File: config.mk
export PLATFORM = sky130hd
export DESIGN_NAME = lcd_panel_sequencer
export DESIGN_NICKNAME = d
export VERILOG_FILES = /design/src/rtl/lcd_panel_sequencer.sv
export SDC_FILE = /design/constraint.sdc
export NUM_CORES = 1
export LEC_CHECK = 0
export CORE_ASPECT_RATIO = 0.9
export CORE_MARGIN = 2
export CORE_UTILIZATION = 40
export DETAILED_ROUTE_END_ITERATION = 7
export DONT_BUFFER_PORTS = 1
export HOLD_SLACK_MARGIN = 0.12
export PLACE_DENSITY = 0.67
export SYNTH_ARGS = -nofsm -noshare
export SYNTH_HDL_FRONTEND = slang
export SYNTH_SLANG_ARGS = --single-unit
File: constraint.sdc
create_clock -name clk -period 3.15 [get_ports clk]
set_clock_uncertainty 0.1 [all_clocks]
set_input_delay 0.945 -clock clk [delete_from_list [all_inputs] [get_ports clk]]
set_output_delay 0.945 -clock clk [all_outputs]
set_load 0.05 [all_outputs]
File: src/rtl/lcd_panel_sequencer.sv
`timescale 1ns/1ps
`default_nettype none
// ============================================================================
//  Module   : lcd_panel_sequencer
//  Brief    : Power/link sequencer for an LVDS LCD panel (VDD, link, unblank,
//             backlight) with frame-start liveness check before backlight-on.
//             Optional backlight PWM output enabled by macro LCD_BL_PWM_EN.
//  Revision : 1.0 - initial release
// ============================================================================
module lcd_panel_sequencer #(
    parameter int T_VDD_LINK    = 1000000,
    parameter int T_LINK_VID    = 2000000,
    parameter int T_VID_BL      = 20000000,
    parameter int T_BL_VID      = 20000000,
    parameter int T_LINK_VDD    = 1000000,
    parameter int T_OFF_MIN     = 50000000,
    parameter int FRAME_TIMEOUT = 4000000,
    parameter int CNT_W         = 26
) (
    input  logic       clk,
    input  logic       rst,
    input  logic       enable,
    input  logic       frame_start,
`ifdef LCD_BL_PWM_EN
    input  logic [7:0] bl_level,
    output logic       bl_pwm,
`endif
    output logic       panel_vdd_en,
    output logic       link_en,
    output logic       video_en,
    output logic       bl_en,
    output logic       ready,
    output logic       busy,
    output logic       fault
);

    typedef enum logic [3:0] {
        S_OFF       = 4'd0,
        S_PWR_UP    = 4'd1,
        S_LINK_UP   = 4'd2,
        S_SYNC      = 4'd3,
        S_VID_WAIT  = 4'd4,
        S_ON        = 4'd5,
        S_BL_OFF    = 4'd6,
        S_LINK_DOWN = 4'd7,
        S_VDD_OFF   = 4'd8
    } state_t;

    localparam logic [CNT_W-1:0] c_ld_vdd_link = CNT_W'(T_VDD_LINK - 1);
    localparam logic [CNT_W-1:0] c_ld_link_vid = CNT_W'(T_LINK_VID - 1);
    localparam logic [CNT_W-1:0] c_ld_timeout  = CNT_W'(FRAME_TIMEOUT - 1);
    localparam logic [CNT_W-1:0] c_ld_vid_bl   = CNT_W'(T_VID_BL - 1);
    localparam logic [CNT_W-1:0] c_ld_bl_vid   = CNT_W'(T_BL_VID - 1);
    localparam logic [CNT_W-1:0] c_ld_link_vdd = CNT_W'(T_LINK_VDD - 1);
    localparam logic [CNT_W-1:0] c_ld_off_min  = CNT_W'(T_OFF_MIN - 1);

    state_t           r_state;
    state_t           w_state_nxt;
    logic [CNT_W-1:0] r_cnt;
    logic [CNT_W-1:0] w_cnt_nxt;
    logic             w_cnt_zero;
    logic             r_fault;
    logic             w_fault_nxt;

    logic r_vdd, r_link, r_video, r_bl, r_ready, r_busy;
    logic w_vdd, w_link, w_video, w_bl, w_ready, w_busy;

    assign w_cnt_zero = (r_cnt == '0);

    always_comb begin
        w_state_nxt = r_state;
        w_cnt_nxt   = w_cnt_zero ? r_cnt : (r_cnt - 1'b1);
        w_fault_nxt = r_fault;
        unique case (r_state)
            S_OFF: begin
                if (!enable) begin
                    w_fault_nxt = 1'b0;
                end else if (!r_fault) begin
                    w_state_nxt = S_PWR_UP;
                    w_cnt_nxt   = c_ld_vdd_link;
                end
            end
            S_PWR_UP: begin
                if (!enable) begin
                    w_state_nxt = S_VDD_OFF;
                    w_cnt_nxt   = c_ld_off_min;
                end else if (w_cnt_zero) begin
                    w_state_nxt = S_LINK_UP;
                    w_cnt_nxt   = c_ld_link_vid;
                end
            end
            S_LINK_UP: begin
                if (!enable) begin
                    w_state_nxt = S_LINK_DOWN;
                    w_cnt_nxt   = c_ld_link_vdd;
                end else if (w_cnt_zero) begin
                    w_state_nxt = S_SYNC;
                    w_cnt_nxt   = c_ld_timeout;
                end
            end
            S_SYNC: begin
                // Abort beats a coincident frame pulse; a pulse beats the timeout.
                if (!enable) begin
                    w_state_nxt = S_LINK_DOWN;
                    w_cnt_nxt   = c_ld_link_vdd;
                end else if (frame_start) begin
                    w_state_nxt = S_VID_WAIT;
                    w_cnt_nxt   = c_ld_vid_bl;
                end else if (w_cnt_zero) begin
                    w_fault_nxt = 1'b1;
                    w_state_nxt = S_LINK_DOWN;
                    w_cnt_nxt   = c_ld_link_vdd;
                end
            end
            S_VID_WAIT: begin
                if (!enable) begin
                    w_state_nxt = S_BL_OFF;
                    w_cnt_nxt   = c_ld_bl_vid;
                end else if (w_cnt_zero) begin
                    w_state_nxt = S_ON;
                end
            end
            S_ON: begin
                if (!enable) begin
                    w_state_nxt = S_BL_OFF;
                    w_cnt_nxt   = c_ld_bl_vid;
                end
            end
            S_BL_OFF: begin
                if (w_cnt_zero) begin
                    w_state_nxt = S_LINK_DOWN;
                    w_cnt_nxt   = c_ld_link_vdd;
                end
            end
            S_LINK_DOWN: begin
                if (w_cnt_zero) begin
                    w_state_nxt = S_VDD_OFF;
                    w_cnt_nxt   = c_ld_off_min;
                end
            end
            S_VDD_OFF: begin
                if (w_cnt_zero) begin
                    w_state_nxt = S_OFF;
                end
            end
            default: begin
                w_state_nxt = S_OFF;
                w_cnt_nxt   = '0;
            end
        endcase
    end

    // Outputs are decoded from the next state so they register with it.
    always_comb begin
        w_vdd   = 1'b0;
        w_link  = 1'b0;
        w_video = 1'b0;
        w_bl    = 1'b0;
        w_ready = 1'b0;
        w_busy  = (w_state_nxt != S_OFF) && (w_state_nxt != S_ON);
        unique case (w_state_nxt)
            S_PWR_UP, S_LINK_DOWN: w_vdd = 1'b1;
            S_LINK_UP, S_SYNC: begin
                w_vdd  = 1'b1;
                w_link = 1'b1;
            end
            S_VID_WAIT, S_BL_OFF: begin
                w_vdd   = 1'b1;
                w_link  = 1'b1;
                w_video = 1'b1;
            end
            S_ON: begin
                w_vdd   = 1'b1;
                w_link  = 1'b1;
                w_video = 1'b1;
                w_bl    = 1'b1;
                w_ready = 1'b1;
            end
            default: ;
        endcase
    end

    always_ff @(posedge clk or negedge rst) begin
        if (!rst) begin
            r_state <= S_OFF;
            r_cnt   <= '0;
            r_fault <= 1'b0;
            r_vdd   <= 1'b0;
            r_link  <= 1'b0;
            r_video <= 1'b0;
            r_bl    <= 1'b0;
            r_ready <= 1'b0;
            r_busy  <= 1'b0;
        end else begin
            r_state <= w_state_nxt;
            r_cnt   <= w_cnt_nxt;
            r_fault <= w_fault_nxt;
            r_vdd   <= w_vdd;
            r_link  <= w_link;
            r_video <= w_video;
            r_bl    <= w_bl;
            r_ready <= w_ready;
            r_busy  <= w_busy;
        end
    end

    assign panel_vdd_en = r_vdd;
    assign link_en      = r_link;
    assign video_en     = r_video;
    assign bl_en        = r_bl;
    assign ready        = r_ready;
    assign busy         = r_busy;
    assign fault        = r_fault;

`ifdef LCD_BL_PWM_EN
    logic [7:0] r_pwm_cnt;
    logic [7:0] r_bl_level_q;
    logic       r_bl_pwm;

    // Level is latched only at the period boundary to avoid runt pulses.
    always_ff @(posedge clk or negedge rst) begin
        if (!rst) begin
            r_pwm_cnt    <= 8'd0;
            r_bl_level_q <= 8'd0;
            r_bl_pwm     <= 1'b0;
        end else begin
            r_pwm_cnt <= r_pwm_cnt + 8'd1;
            if (r_pwm_cnt == 8'hFF) begin
                r_bl_level_q <= bl_level;
            end
            r_bl_pwm <= r_bl && (r_pwm_cnt < r_bl_level_q);
        end
    end

    assign bl_pwm = r_bl_pwm;
`endif

endmodule
`default_nettype wire

# Word level (Yosys, flattened, before mapping)
# Index checks and enable logic that the tools add are counted.
[op_classes]
eq_ne = 20
n_mux = 37
add_sub_neg = 1
n_reduce_logical = 10
[ops]
columns = ["cell", "n"]
rows = [
  ["$mux 26", 12],
  ["$pmux 26 s8", 1],
  ["$mux 4", 14],
  ["$pmux 4 s9", 1],
  ["$eq 4x3->1 const B", 8],
  ["$logic_not 26->1", 1],
  ["$sub 26x1->26 const B", 1],
  ["$eq 4x2->1 const B", 4],
  ["$eq 4x1->1 const B", 2],
  ["$mux 1", 8],
  ["$ne 2x2->1 const B", 4],
  ["$reduce_or 7->1", 1],
  ["$reduce_and 5->1", 1],
  ["$reduce_or 5->1", 1],
  ["$eq 4x4->1 const B", 1],
  ["$logic_not 4->1", 1],
  ["$ne 4x3->1 const B", 1],
  ["$reduce_bool 4->1", 1],
  ["$reduce_or 3->1", 1],
  ["$pmux 1 s2", 1],
  ["$reduce_bool 2->1", 1],
  ["$reduce_or 2->1", 1],
  ["$logic_and 1x1->1", 1],
]
[word_totals]
out_inout_bits = 7
reg_bits = 36
in_bits = 4
word_cells = 76

# Depth between registers and ports, before layout
# Gate-level depths: netlist (run 1).
[depth]
depth_word = 8
depth_mapped = 11
mapped_depth_nobuf = 10

# Worst setup path before layout (run 1)
# No wires, ideal clock.
[synth_timing]
kind = "register to register"
start = "register r_cnt[1]"
end = "register r_cnt[0]"
arrival_ns = 2.746
stages_incl_launch_ff = 12
synth_period_minus_slack_ns = 2.970
setup_ns = 0.124
required_ns = 2.926
path_slack_ns = 0.180
path_buffers = 1
path_cell_list = "dfrtp_1 > inv_1 > ha_1 > or4b_4 > or2_2 > nor3_4 > inv_2 > clkbuf_1 > ha_1 > a32oi_1 > o21ai_0 > a211o_1"
[synth_between]
elab_chain_cells = 6
word_cells_on_any_way = 14
cone_classes = "mux: 13; reduce/logical: 1"
[synth_lines]
columns = ["item", "line_no", "text"]
rows = [
  ["start: declaration", "59", "logic [CNT_W-1:0] r_cnt;"],
  ["start signal: assignment", "196", "r_cnt <= w_cnt_nxt;"],
  ["$logic_not 26->1 *", "68", "assign w_cnt_zero = (r_cnt == '0);"],
  ["$mux 26", "72", "w_cnt_nxt = w_cnt_zero ? r_cnt : (r_cnt - 1'b1);"],
  ["$mux 26", "109, 130", ""],
  ["$mux 26", "106", "end else if (frame_start) begin"],
  ["$mux 26", "103", "if (!enable) begin"],
  ["$pmux 26 s8 *", "74", "unique case (r_state)"],
  ["named net w_cnt_nxt[0]", "60", "logic [CNT_W-1:0] w_cnt_nxt;"],
]
# The timed path passes the listed nets; every way through them passes the cells marked *.
# A chain may end at the register's enable or synchronous reset.

# Worst setup path in the final report (run 1)
[layout_timing]
start = "register r_cnt[1]"
end = "register r_busy (netlist: busy)"
[layout_between]
elab_chain_cells = 7
word_cells_on_any_way = 16
cone_classes = "eq/ne: 1; mux: 12; reduce/logical: 3"
[layout_lines]
columns = ["item", "line_no", "text"]
rows = [
  ["$logic_not 26->1 *", "68", ""],
  ["$mux 4", "109, 130", ""],
  ["$mux 4", "106", ""],
  ["$mux 4", "103", ""],
  ["$pmux 4 s9 *", "74", ""],
  ["named net w_state_nxt[2]", "58", "state_t w_state_nxt;"],
  ["$ne 4x3->1 or $reduce_bool 4->1 (tied branches)", "160", "w_busy = (w_state_nxt != S_OFF) && (w_state_nxt != S_ON);"],
  ["$logic_and 1x1->1 *", "160", ""],
  ["named net w_busy", "66", "logic w_vdd, w_link, w_video, w_bl, w_ready, w_busy;"],
  ["end signal: assignment", "203", "r_busy <= w_busy;"],
  ["end: declaration", "65", "logic r_vdd, r_link, r_video, r_bl, r_ready, r_busy;"],
]
# Marked as above.

==> flow_summary.json, run 1 <==
{
  "placed_area_um2": 3107,
  "grtUsageTotal": 0.2582,
  "syn_to_final_growth_pct": 9.087,
  "combPwrFrac": 0.468,
  "grt_pass1_wl_um": 16090,
  "syn_area_per_cell_um2": 7.743,
  "diodes": 0,
  "synth_cell_types": 65,
  "drv_slew": 0,
  "dp.cells": 469,
  "worstPathMaxFanout": 7,
  "stdcell_area_um2": 3184,
  "internal-power_uw": 1137,
  "finalHoldViolations": 0,
  "postCtsSetupBuffers": 0,
  "first_iter_violations": 450,
  "synth_edf_count": 0,
  "path_class": "register to register",
  "worstSetupEndpointType": "register",
  "drc": 0,
  "cts_buffers": 5,
  "worstPathRequired_ps": 3220,
  "setup_tns_ps": 0,
  "fin_cells": 476,
  "htreeDepth": 2,
  "vias": 3168,
  "antenna_found_initial": 0,
  "p_clk_frac": 0.155,
  "rsz0062_at_grt": "false",
  "clockBufferDepth": 2,
  "cp.arrival_ps": 3090,
  "fin_crit_ps": 3015,
  "async_flop_share": 1.000,
  "min_period_over_period": 0.9571,
  "route.met3.wl_um": 1022,
  "num-nets-final": 389,
  "die_area_um2": 7998,
  "cellPowerDensity_nw_per_um2": 662.4,
  "cap_violations": 0,
  "die-height_um": 85.04,
  "seqPwrFrac": 0.377,
  "top_layer_used": "met4",
  "drt_first_pass_iters": 6,
  "wl_per_cell_um": 20.85,
  "ys_warn_count": 0,
  "cp-start-kind": "register",
  "slowest_delay_ps": 710,
  "grt_max_degree": 37,
  "detail_route.wirelength_um": 9926,
  "power_leakage_uw": 0.001195,
  "clkTransAtPathRegs_ps": 80,
  "hpwl_um": 7295,
  "status": "finished, final reports clean",
  "syn_area_um2": 2919,
  "hold_class": "input pin to async pin",
  "cts.sinks": 36,
  "whs_ps": 238.9,
  "syn_nets": 383,
  "setup_viol": 0,
  "clk_root_buffer_cell": "clkbuf_8",
  "cp_cell_sequence": "inv_1 -> ha_1 -> or4b_4 -> or4_1 -> or2_1 -> a211oi_4 -> nor4_1 -> nand3b_1",
  "ctsHoldBuffers": 0,
  "placementRows": 29,
  "sw_frac_of_total": 0.4609,
  "synthCells": 377,
  "met2WireLength_um": 4188,
  "ant_nets": 0,
  "cts_tree": "yes",
  "synth_flop_cell": "dfrtp_1",
  "ys_seq_elements": 36,
  "routabilityCongestion": 1.017,
  "portBuffers": 0,
  "initial_core_util": 0.4126,
  "synth_seq_area_share": 0.3086,
  "crit_slowest_cell": "or4_1",
  "p_switching_uw": 972.1,
  "vias_per_cell": 6.655,
  "finalWorstSetupSlack_ps": 135.1,
  "relSlewSlack": 0.4231,
  "core-area_um2": 7076,
  "overflow": 0,
  "wl_met1_um": 4497,
  "worstMarginPinSlew_ps": 865.9,
  "grt_pass1_vias": 2841,
  "post_cts_resized": 0,
  "max_freq_ghz": 0.3317,
  "die_x_um": 94.05,
  "drive_gt1_frac": 0.1097,
  "place_ws_ps": 198.7,
  "worstSkewPairLatency_ps": 290,
  "vdd_drop_max_mv": 0.3580,
  "io_pins": 11
}
==> critical path: cells and delay by family, from the launching register on <==
family,cells,cell delay [ps]
AOI/OAI and AO/OA,1,340
and+or+nand+nor,5,1810
DFF,1,420
buffers and inverters,1,70
adders and majority gates,1,160
==> sequential cells by signal, indices dropped and copies added, names as in the netlist <==
signal	flops
busy	1
fault	1
link_en	1
panel_vdd_en	1
r_cnt	26
r_state	4
ready	1
video_en	1
==> per-stage QoR <==
step | total power, uW | util
6_report | 2109 | 0.4500
5_1_grt | 2228 | 0.4500
3_5_place_dp | 1749 | 0.4391
4_1_cts | 2077 | 0.4500
3_3_place_gp | 1746 | 0.4391
2_1_floorplan | 1417 | -
==> cells in the final DEF (no fill, tap or decap), types with 7 or more instances in the layout <==
cell,instances
dfrtp_1,36
o21ai_0,29
a21oi_1,33
nand2_1,23
nor2_1,46
xnor2_1,10
buf_4,21
nor3_1,24
a31oi_1,7
inv_1,8
nor4_1,10
==> cells by family (layout without fill, tap and decap cells) <==
logic type | Yosys count | after routing | synth area share
AOI/OAI and AO/OA | 122 | 122 | 0.2692
xor gates and xnor gates | 16 | 16 | 0.04801
adders and majority gates | 2 | 2 | 0.008571
buffers and inverters | 34 | 40 | 0.04500
DFF | 36 | 36 | 0.3086
muxes | 5 | 5 | 0.01715
and+or+nand+nor | 162 | 162 | 0.3035
==> synthesized netlist by cell type, drive strengths merged, types with 2 or more instances <==
| cell | count | share of area |
|---|---|---|
| ha | 2 | 0.0086 |
| nand3b | 5 | 0.013 |
| a21oi | 33 | 0.057 |
| o22ai | 6 | 0.013 |
| or4 | 7 | 0.019 |
| or2 | 7 | 0.015 |
| nand4bb | 2 | 0.0094 |
| a22oi | 2 | 0.0051 |
| nor2b | 5 | 0.011 |
| o21a | 3 | 0.0077 |
| or4b | 4 | 0.015 |
| or3 | 7 | 0.017 |
| a211oi | 6 | 0.020 |
| a21o | 6 | 0.015 |
| a31oi | 7 | 0.015 |
| a211o | 3 | 0.0090 |
| nor2 | 46 | 0.059 |
| nand3 | 6 | 0.010 |
| o32ai | 2 | 0.0060 |
| nand4 | 4 | 0.0086 |
| dfrtp | 36 | 0.31 |
| o31ai | 2 | 0.0051 |
| inv | 9 | 0.012 |
| a21boi | 2 | 0.0051 |
| xor2 | 6 | 0.018 |
| nor3 | 25 | 0.047 |
| a32oi | 2 | 0.0060 |
| clkinv | 3 | 0.0039 |
| nand2b | 5 | 0.011 |
| o221ai | 5 | 0.015 |
| a311oi | 2 | 0.0060 |
| o21ai | 31 | 0.053 |
| mux2i | 5 | 0.017 |
| xnor2 | 10 | 0.030 |
| clkbuf | 18 | 0.023 |
| buf | 4 | 0.0064 |
| nand2 | 23 | 0.030 |
| nor3b | 2 | 0.0069 |
| nor4 | 10 | 0.021 |
| o211ai | 2 | 0.0051 |
==> routing by layer <==
| metal | GRT usage | up-vias |
|---|---|---|
| met2 | 0.3545 | 213 |
| met3 | 0.04618 | 18 |
| met5 | 0 | - |
| met1 | 0.4116 | 1513 |
| li1 | - | 1424 |
| met4 | 0.06719 | 0 |
==> worst paths after layout <==
path	to	cells past startpoint	start	slack [ps]
setup / recovery	busy	8	r_cnt[1]	140
hold / removal	r_cnt[8]	0	rst	240
setup reg to reg	busy	8	r_cnt[1]	140
hold reg to reg	r_cnt[23]	1	r_cnt[23]	490
max in group asynchronous	link_en	0	rst	2620
min in group clk	r_cnt[23]	1	r_cnt[23]	490
==> power by group through the flow <==
stage,registers (uW),clock network [uW],logic (uW)
floorplan,729,0,688
global placement,797,0,948
detailed placement,802,0,947
CTS,791,331,955
global route,812,350,1070
finish,795,327,987
==> area by class of cell <==
| class | instances | area, um^2 |
|---|---|---|
| clock buffer | 6 | 72.57 |
| clock inverter | 1 | 5.005 |
| fill | 723 | 3891 |
| inverter | 12 | 45.04 |
| multi-input combinational | 307 | 1887 |
| sequential | 36 | 900.9 |
| tap | 93 | 116.4 |
| timing repair buffer | 21 | 157.7 |
(Power assumes the default switching activity.)
==> run 2, diff against run 1 <==
--- a/config.mk
+++ b/config.mk
@@ -6,7 +6,6 @@
 export NUM_CORES = 1
 export LEC_CHECK = 0
 export CORE_ASPECT_RATIO = 0.9
-export CORE_MARGIN = 2
 export CORE_UTILIZATION = 40
 export DETAILED_ROUTE_END_ITERATION = 7
 export DONT_BUFFER_PORTS = 1
==> flow_summary.json, run 2 (same netlist as run 1, synthesis figures left out) <==
{
  "status": "finished, final reports clean",
  "slowest_delay_ps": 720,
  "seq_area_um2": 900.9,
  "power_leakage_uw": 0.001192,
  "num-nets-final": 386,
  "cp-start-kind": "register",
  "vias_per_cell": 6.651,
  "reg2reg_to": "busy",
  "grtUsageTotal": 0.2655,
  "die-height_um": 83.04,
  "grt.busiest_layer": "met1",
  "syn_to_final_growth_pct": 9.044,
  "rrSetupSlack_ps": 120,
  "regMostFlops": "r_cnt",
  "antenna_found_initial": 0,
  "grt_pass1_wl_um": 15900,
  "grt_pass1_vias": 2826,
  "relSlewSlack": 0.4199,
  "worstPathRequired_ps": 3220,
  "detail_route.wirelength_um": 9918,
  "die_area_um2": 7643,
  "hold_class": "input pin to async pin",
  "drt_first_pass_iters": 7,
  "reg.largest.list": "r_cnt: 26 flops, r_state: 4 flops",
  "power.total_uw": 2159,
  "multi_input_area_um2": 1887,
  "cap_violations": 0,
  "portBuffers": 0,
  "finalHoldViolations": 0,
  "path_class": "register to register",
  "drc": 0,
  "critPathCapture": "busy",
  "fillerInstances": 709,
  "cellPowerDensity_nw_per_um2": 678.2,
  "hpwl_um": 7120,
  "worstSetupEndpointType": "register",
  "cp_cell_sequence": "inv_1 -> ha_1 -> or4b_4 -> or4_1 -> or2_1 -> a211oi_4 -> nor4_1 -> nand3b_1",
  "diodes": 0,
  "vias": 3146,
  "worstPathMaxFanout": 7,
  "r2r_cells": 8,
  "cts_buffers": 5,
  "min_period_over_period": 0.9631,
  "core-area_um2": 7039,
  "final_cell_mix": "nor2_1 (46), dfrtp_1 (36), a21oi_1 (33), o21ai_0 (29), nor3_1 (24)",
  "rsz0062_at_grt": "false",
  "cts.sinks": 36,
  "worstMarginPinSlew_ps": 870.7,
  "first_iter_violations": 365,
  "fin_crit_ps": 3034,
  "initial_core_util": 0.4147,
  "crit_slowest_cell": "or4_1",
  "clk_root_buffer_cell": "clkbuf_8",
  "vdd_drop_max_mv": 0.2889,
  "met2_usage": 0.3711,
  "final_common_cell": "nor2_1",
  "io_pins": 11,
  "dp.cells": 466,
  "worstSkewPairLatency_ps": 300,
  "placed_area_um2": 3084,
  "setup_viol": 0,
  "htreeDepth": 2,
  "ant_nets": 0,
  "placementRows": 29,
  "grt_use_met3": 0.08242,
  "clkTransAtPathRegs_ps": 90,
  "clockBufferDepth": 2,
  "routabilityCongestion": 0.9389,
  "rr_startpoint": "r_cnt[1]",
  "grtUsageMet1": 0.3979,
  "postCtsSetupBuffers": 0,
  "drv_slew": 0,
  "overflow": 0,
  "fin_cells": 473,
  "grt_max_degree": 37,
  "stdcell_area_um2": 3183,
  "max_freq_ghz": 0.3296,
  "cp.arrival_ps": 3100,
  "whs_ps": 227.7,
  "die_x_um": 92.05,
  "setup_tns_ps": 0,
  "crit_path_start": "r_cnt[1]",
  "cts_tree": "yes",
  "largest_reg_flops": 26,
  "wl_per_cell_um": 20.97,
  "drive_gt1_frac": 0.1053
}
[run 2: cell type report]
type | instances | area share
Tap cell | 93 | 0.03656
Timing Repair Buffer | 18 | 0.04245
Sequential cell | 36 | 0.2830
Inverter | 12 | 0.01494
Clock buffer | 7 | 0.03027
Multi-Input combinational cell | 307 | 0.5928
[run 2: routing by layer]
| metal | share of wire | routed length [um] |
|---|---|---|
| met1 | 0.43 | 4311 |
| met2 | 0.43 | 4255 |
| met3 | 0.13 | 1247 |
| met4 | 0.010 | 104 |
| met5 | 0 | 0 |
[run 2: worst min-delay path by stage]
stage	from	to	slack, ps
floorplan	r_cnt[23]	r_cnt[23]	430
global placement	r_cnt[7]	r_cnt[7]	480
detailed placement	r_cnt[7]	r_cnt[7]	480
CTS	rst	r_cnt[5]	230
global route	rst	r_cnt[8]	220
finish	rst	r_cnt[5]	230
[run 2: critical path: cells and delay by family (launching register included)]
kind	cells	cell delay, ps
adder cells (fa/ha/maj)	1	150
AO/OA/AOI/OAI	1	340
AND/OR/NAND/NOR	5	1820
buffers and inverters	1	70
flip-flops	1	420
[run 2: metrics by stage]
step	setup slack, ps	utilization
2_1_floorplan	180.1	-
3_3_place_gp	273.6	0.4381
3_5_place_dp	180.9	0.4381
4_1_cts	145.9	0.4518
5_1_grt	25.56	0.4522
6_report	116.3	0.4522
[run 2: power by group]
| part | total [uW] | internal [uW] | switching (uW) |
|---|---|---|---|
| clock | 369 | 195 | 174 |
| combinational | 1010 | 395 | 616 |
| sequential | 778 | 585 | 193 |
| total | 2160 | 1180 | 983 |
[run 2: timing repair]
item | in CTS | in global routing
endpoints found under the setup margin | 0 | 1
hold buffers | 0 | 0
resized for setup | 0 | 2
